--- config.mk ---
export PLATFORM = sky130hd
export DESIGN_NAME = if_fetch_queue
export DESIGN_NICKNAME = d
export VERILOG_FILES = /design/src/rtl/if_fetch_queue.sv
export SDC_FILE = /design/constraint.sdc
export NUM_CORES = 1
export LEC_CHECK = 0
export CAP_MARGIN = 10
export CORE_MARGIN = 5
export CORE_UTILIZATION = 45
export CTS_CLUSTER_SIZE = 12
export DETAILED_ROUTE_END_ITERATION = 12
export GPL_TIMING_DRIVEN = 0
export MAX_ROUTING_LAYER = met4
export PLACE_DENSITY = 0.8
export RECOVER_POWER = 100
export SLEW_MARGIN = 0
export SYNTH_ARGS = -nofsm -noshare
export SYNTH_HDL_FRONTEND = slang
export SYNTH_SLANG_ARGS = --single-unit
--- constraint.sdc ---
create_clock -name clk -period 7.1 [get_ports clk]
set_input_delay 1.42 -clock clk [delete_from_list [all_inputs] [get_ports clk]]
set_output_delay 1.42 -clock clk [all_outputs]
set_load 0.03 [all_outputs]
--- src/rtl/if_fetch_queue.sv ---
// Instruction-fetch queue: issues the PC to synchronous imem, tracks the single
// in-flight read and buffers {pc, inst} pairs as the IF/ID register.
module if_fetch_queue #(
  parameter int          DEPTH    = 2,
  parameter logic [31:0] NOP_INST = 32'h0000_0013
) (
  input  logic        clk,
  input  logic        rst,
  input  logic [31:0] pc_in,
  output logic        pc_stall,
  output logic        imem_req,
  output logic [31:0] imem_addr,
  input  logic [31:0] imem_rdata,
  input  logic        flush,
  input  logic        stall_id,
  output logic        id_valid,
  output logic [31:0] id_pc,
  output logic [31:0] id_inst,
  output logic [31:0] id_pc_plus4
);

  localparam int PW = $clog2(DEPTH);
  localparam int CW = PW + 1;

  logic [31:0]   mem_pc   [DEPTH];
  logic [31:0]   mem_inst [DEPTH];
  logic [PW-1:0] wr_ptr;
  logic [PW-1:0] rd_ptr;
  logic [CW-1:0] count;
  logic          pend_v;
  logic [31:0]   pend_pc;

  logic          pop;
  logic          push;
  logic          issue;
  logic [CW:0]   occ;
  logic [CW:0]   limit;

  assign id_valid = (count != '0);
  assign pop      = id_valid & ~stall_id & ~flush;
  assign push     = pend_v & ~flush;

  // Credit check: slots committed (buffered + in flight) after this cycle's pop.
  assign occ      = {1'b0, count} + (CW+1)'(pend_v);
  assign limit    = (CW+1)'(DEPTH) + (CW+1)'(pop);
  assign issue    = ~flush & (occ < limit);

  assign imem_req  = rst & issue;
  assign imem_addr = pc_in;
  assign pc_stall  = rst & ~issue & ~flush;

  assign id_pc       = id_valid ? mem_pc[rd_ptr]   : 32'd0;
  assign id_inst     = id_valid ? mem_inst[rd_ptr] : NOP_INST;
  assign id_pc_plus4 = id_pc + 32'd4;

  // Control state: flush wins over push, pop and issue.
  always_ff @(posedge clk or negedge rst) begin
    if (!rst) begin
      wr_ptr  <= '0;
      rd_ptr  <= '0;
      count   <= '0;
      pend_v  <= 1'b0;
      pend_pc <= 32'd0;
    end else if (flush) begin
      wr_ptr  <= '0;
      rd_ptr  <= '0;
      count   <= '0;
      pend_v  <= 1'b0;
    end else begin
      pend_v <= issue;
      if (issue) pend_pc <= pc_in;
      if (push)  wr_ptr  <= wr_ptr + 1'b1;
      if (pop)   rd_ptr  <= rd_ptr + 1'b1;
      count <= count + CW'(push) - CW'(pop);
    end
  end

  // Entry storage carries no reset; the output mux hides stale contents.
  always_ff @(posedge clk) begin
    if (push) begin
      mem_pc[wr_ptr]   <= pend_pc;
      mem_inst[wr_ptr] <= imem_rdata;
    end
  end

  a_no_overflow: assert property (@(posedge clk) disable iff (!rst)
    !(push && !pop && count == CW'(DEPTH)));

endmodule

==> results.txt <==
----------------------------------------------------
[Timing]
  TNS Setup ... 0 ps
  Hold violation count in the final report ... 0
  Clock Skews ... 11.42 ps
  Transition time at the pin with the least slew margin ... 2310 ps
  Count of endpoints failing setup in the final report ... 0
  Highest achievable clock rate ... 0.1536 GHz
  Relative slew margins ... -54.01%
  Final critical path time including I/O delays and setup ... 6511 ps
  Period Utilization, post-route ... 91.70%
  Final-report max-slew violation count ... 92
  Unrepaired setup endpoints after global routing ... no

[Routing]
  Total Wirelength ... 18.00 mm
  Total number of vias ... 4856
  DRC Markers ... 0
  Post-detailed-route count of antenna-violating nets ... 0
  Number of DRC markers in iteration 0 ... 409
  Post-DR wirelength/cell ... 18.65 um
  Drt pass-1 iters ... 4
  Via-per-instance ratio ... 5.032

[Synth]
  Mapped cell area ... 0.007333 sq mm
  EDFF count, synth ... 128
  Proportion of register bits with asynchronous set or reset after synthesis ... 22.42%
  Flip-flop and latch count after synthesis ... 165
  Portion of synthesized cell area occupied by the leading cell type ... 52.41%
  Most frequent cells after synthesis ... 128 x sky130_fd_sc_hd__edfxtp_1, 69 x sky130_fd_sc_hd__nor2_1, 62 x sky130_fd_sc_hd__mux2i_1
  Number of cells produced by synthesis ... 514
  Synthesized netlist net count ... 587
  Portion of the post-synthesis area used by sequential elements ... 65.04%
  Avg Cell Area, Syn ... 14.27 sq um
  Number of distinct standard cells referenced by the synthesized netlist ... 37
  Most numerous cell in the Yosys netlist ... sky130_fd_sc_hd__edfxtp_1
  Leading register cell type out of synthesis ... sky130_fd_sc_hd__edfxtp_1
  Synthesis warning total ... 0
  Dominant cell type by area after synthesis ... sky130_fd_sc_hd__edfxtp_1
  Most area-consuming cells after synthesis ... sky130_fd_sc_hd__edfxtp_1 52%, sky130_fd_sc_hd__dfrtp_1 13%, sky130_fd_sc_hd__mux2i_1 8.5%, sky130_fd_sc_hd__mux2_2 5.1%, sky130_fd_sc_hd__buf_4 3.8%

[Placement]
  DPL Wire Length ... 13.38 mm
  Total placed cells including tap cells ... 931
  Gpl congestion ... 0.8824
  I/O Buffers ... 197

[Die]
  Initial cell density of the core ... 46.00%
  Chip height ... 137.7 um
  Number of placement rows ... 46
  Number of I/O pins ... 199
  Core area ... 0.01594 sq mm
  DIE WIDTH ... 137.7 um
  Die area ... 0.01895 sq mm

[Power]
  Switching fraction of total power ... 37.09%
  Static Leakage ... 3.903 nW
  Highest ir drop seen on vdd ... 212.0 uV
  Clock share of power ... 23.9%
  Internal Dissipation ... 2.316 mW
  Switching power summed over all nets ... 1.365 mW
  Portion of total power attributed to sequential cells ... 36.6%
  Proportion of power drawn by combinational gates ... 39.5%
  Power per standard cell area ... 362.8 mW/mm^2

[Outcome]
  Run status ... finished with violations
  Violated checks ... capacitance limit, slew limit

[GRT]
  Number of global-route vias before repair ... 5188
  Largest net degree at the start of global routing ... 40
  Combined global-route utilization of all metal layers ... 20.16%
  Wire length of the first global-routing pass ... 27.86 mm
  GRT overflow ... 0
  Antenna violations before repair ... 2

[Clock tree]
  # H-tree levels ... 4
  Clock-pin slew on the worst setup and hold paths ... 60 ps
  Clock latency of the later-clocked register in the worst-skew pair ... 420 ps
  Resized Gates After CTS ... 0
  Post CTS Setup Buffer Count ... 0
  Post-cts hold buffer count ... 0
  Clock root cell ... sky130_fd_sc_hd__clkbuf_16
  Largest buffer count on any clock path ... 2
  TritonCTS clock tree ... yes
  Total clock sinks ... 165
  Clock buffers created by TritonCTS ... 17

[Critical path]
  Kind of launch point of the worst setup path ... flip-flop
  Depth of the worst register-to-register path ... 4
  Nature of the critical path endpoint ... primary output
  Worst Path Max Fanout ... 10
  R2r startpoint ... pend_v$_DFF_PN0_
  Required time at the endpoint of the critical path ... 5680 ps
  Slack of the worst reg-to-reg path ... 2650 ps
  Arrival time of the worst setup path ... 5090 ps
  Capture instance of the worst register-to-register path ... mem_inst[1][12]$_DFFE_PP_
  Type of the worst setup path ... flip-flop to primary output

[Worst hold path]
  Worst Hold Endpoint ... mem_pc[1][20]$_DFFE_PP_
  Cell depth of the worst hold path ... 0
  Worst hold-check path type ... flip-flop to flip-flop
  Worst min-delay path startpoint ... pend_pc[20]$_DFFE_PN0P_

[Finish]
  Nets ... 807
  Final core utilization ... 63.66%
  Fraction of final layout cells sized beyond drive strength 1 ... 15.39%
  Filler-free cell count of the finished design ... 965
  Area grow syn2layout ... 38.41%

[Flow run]
  Max Cap Viol ... 3

----------------------------------------------------
## cell usage in the layout (no fill, tap or decap), types with 4 or more instances in the layout
cell / synthesis / layout
sky130_fd_sc_hd__clkbuf_16: 0 / 17
sky130_fd_sc_hd__buf_4: 37 / 37
sky130_fd_sc_hd__mux2_2: 33 / 33
sky130_fd_sc_hd__clkdlybuf4s50_1: 0 / 37
sky130_fd_sc_hd__a211oi_2: 4 / 4
sky130_fd_sc_hd__nand2_1: 14 / 14
sky130_fd_sc_hd__xor2_1: 19 / 19
sky130_fd_sc_hd__nand3_1: 18 / 18
sky130_fd_sc_hd__clkbuf_1: 1 / 17
sky130_fd_sc_hd__dlygate4sd3_1: 0 / 159
sky130_fd_sc_hd__xnor2_1: 12 / 12
sky130_fd_sc_hd__inv_1: 9 / 9
sky130_fd_sc_hd__mux2i_1: 62 / 62
sky130_fd_sc_hd__edfxtp_1: 128 / 128
sky130_fd_sc_hd__ha_1: 5 / 5
sky130_fd_sc_hd__nor3_1: 14 / 14
sky130_fd_sc_hd__buf_2: 12 / 7
sky130_fd_sc_hd__nor2_1: 69 / 69
sky130_fd_sc_hd__dfrtp_1: 37 / 37
sky130_fd_sc_hd__nand3b_1: 8 / 8
## stage by stage
step / power [mW] / hold slack, ps / instance area [sq um] / setup slack (ps)
2_1_floorplan: 2.286 / 436.6 / 7333 / 2168
3_3_place_gp: 2.882 / 442.7 / 9575 / 653.9
3_5_place_dp: 2.939 / 452.2 / 9696 / 1101
4_1_cts: 3.818 / 465.0 / 10260 / 592.6
5_1_grt: 3.846 / 475.5 / 10150 / 356.8
6_report: 3.682 / 466.8 / 10150 / 589.0
## flip-flops by register name (all words and copies together), names as in the netlist
name,cells
mem_inst,64
mem_pc,64
pend_pc,32
count,2
pend_v,1
rd_ptr,1
wr_ptr,1
## worst max path at each step
stage	from	endpoint	slack (ps)	cells after the start
floorplan	flush	mem_inst[0][0]$_DFFE_PP_	2170	3
global placement	flush	mem_inst[1][0]$_DFFE_PP_	650	3
detailed placement	count[1]$_DFF_PN0_	id_pc_plus4[30]	1100	12
CTS	count[1]$_DFF_PN0_	id_pc_plus4[30]	590	12
global route	count[1]$_DFF_PN0_	id_pc_plus4[26]	360	12
finish	count[1]$_DFF_PN0_	id_pc_plus4[30]	590	12
## layer usage
| layer | vias to the layer above | track usage [%] | share of wire, % |
|---|---|---|---|
| met1 | 2385 | 23.62 | 40 |
| met2 | 160 | 34.16 | 53 |
| met3 | 32 | 3.981 | 4.9 |
| li1 | 2279 | - | - |
| met5 | - | - | 0 |
| met4 | 0 | 8.093 | 2.6 |
## power by group through the flow
| stage | Combinational [mW] | Sequential, mW | Clock, mW |
|---|---|---|---|
| finish | 1.45 | 1.35 | 0.879 |
| global route | 1.55 | 1.37 | 0.933 |
| CTS | 1.58 | 1.35 | 0.892 |
| detailed placement | 1.57 | 1.36 | 0 |
| global placement | 1.52 | 1.36 | 0 |
| floorplan | 0.946 | 1.34 | 0 |
## worst max-delay path, cell delays in order (launching register included)
cell	delay, ps
sky130_fd_sc_hd__dfrtp_1	410
sky130_fd_sc_hd__nor2_1	610
sky130_fd_sc_hd__buf_2	410
sky130_fd_sc_hd__buf_2	340
sky130_fd_sc_hd__buf_2	340
sky130_fd_sc_hd__clkbuf_1	440
sky130_fd_sc_hd__nor2_1	160
sky130_fd_sc_hd__ha_1	270
sky130_fd_sc_hd__nor3b_1	210
sky130_fd_sc_hd__nand4_1	430
sky130_fd_sc_hd__nor3_1	130
sky130_fd_sc_hd__xor2_1	160
sky130_fd_sc_hd__dlygate4sd3_1	760
## logic make-up (layout without fill, tap and decap cells)
logic type	Yosys count	in the layout	share of synthesized area, %
buffers and inverters	64	297	5.579
muxes	95	95	13.53
and+or+nand+nor	141	141	9.504
AOI/OAI and AO/OA	13	13	1.792
DFF	165	165	65.04
adders and majority gates	5	5	0.8531
xor gates and xnor gates	31	31	3.702
other	0	2	0
## final cells by class
cell class | instances | area, sq um
Timing Repair Buffer | 201 | 1981
Tap cell | 216 | 270.3
Multi-Input combinational cell | 285 | 2155
Sequential cell | 165 | 4770
Fill cell | 1157 | 5793
Inverter | 9 | 33.78
Antenna cell | 2 | 5.005
Buffer | 55 | 369.1
Clock buffer | 20 | 436.7
Clock inverter | 12 | 130.1
(Power assumes the default switching activity.)
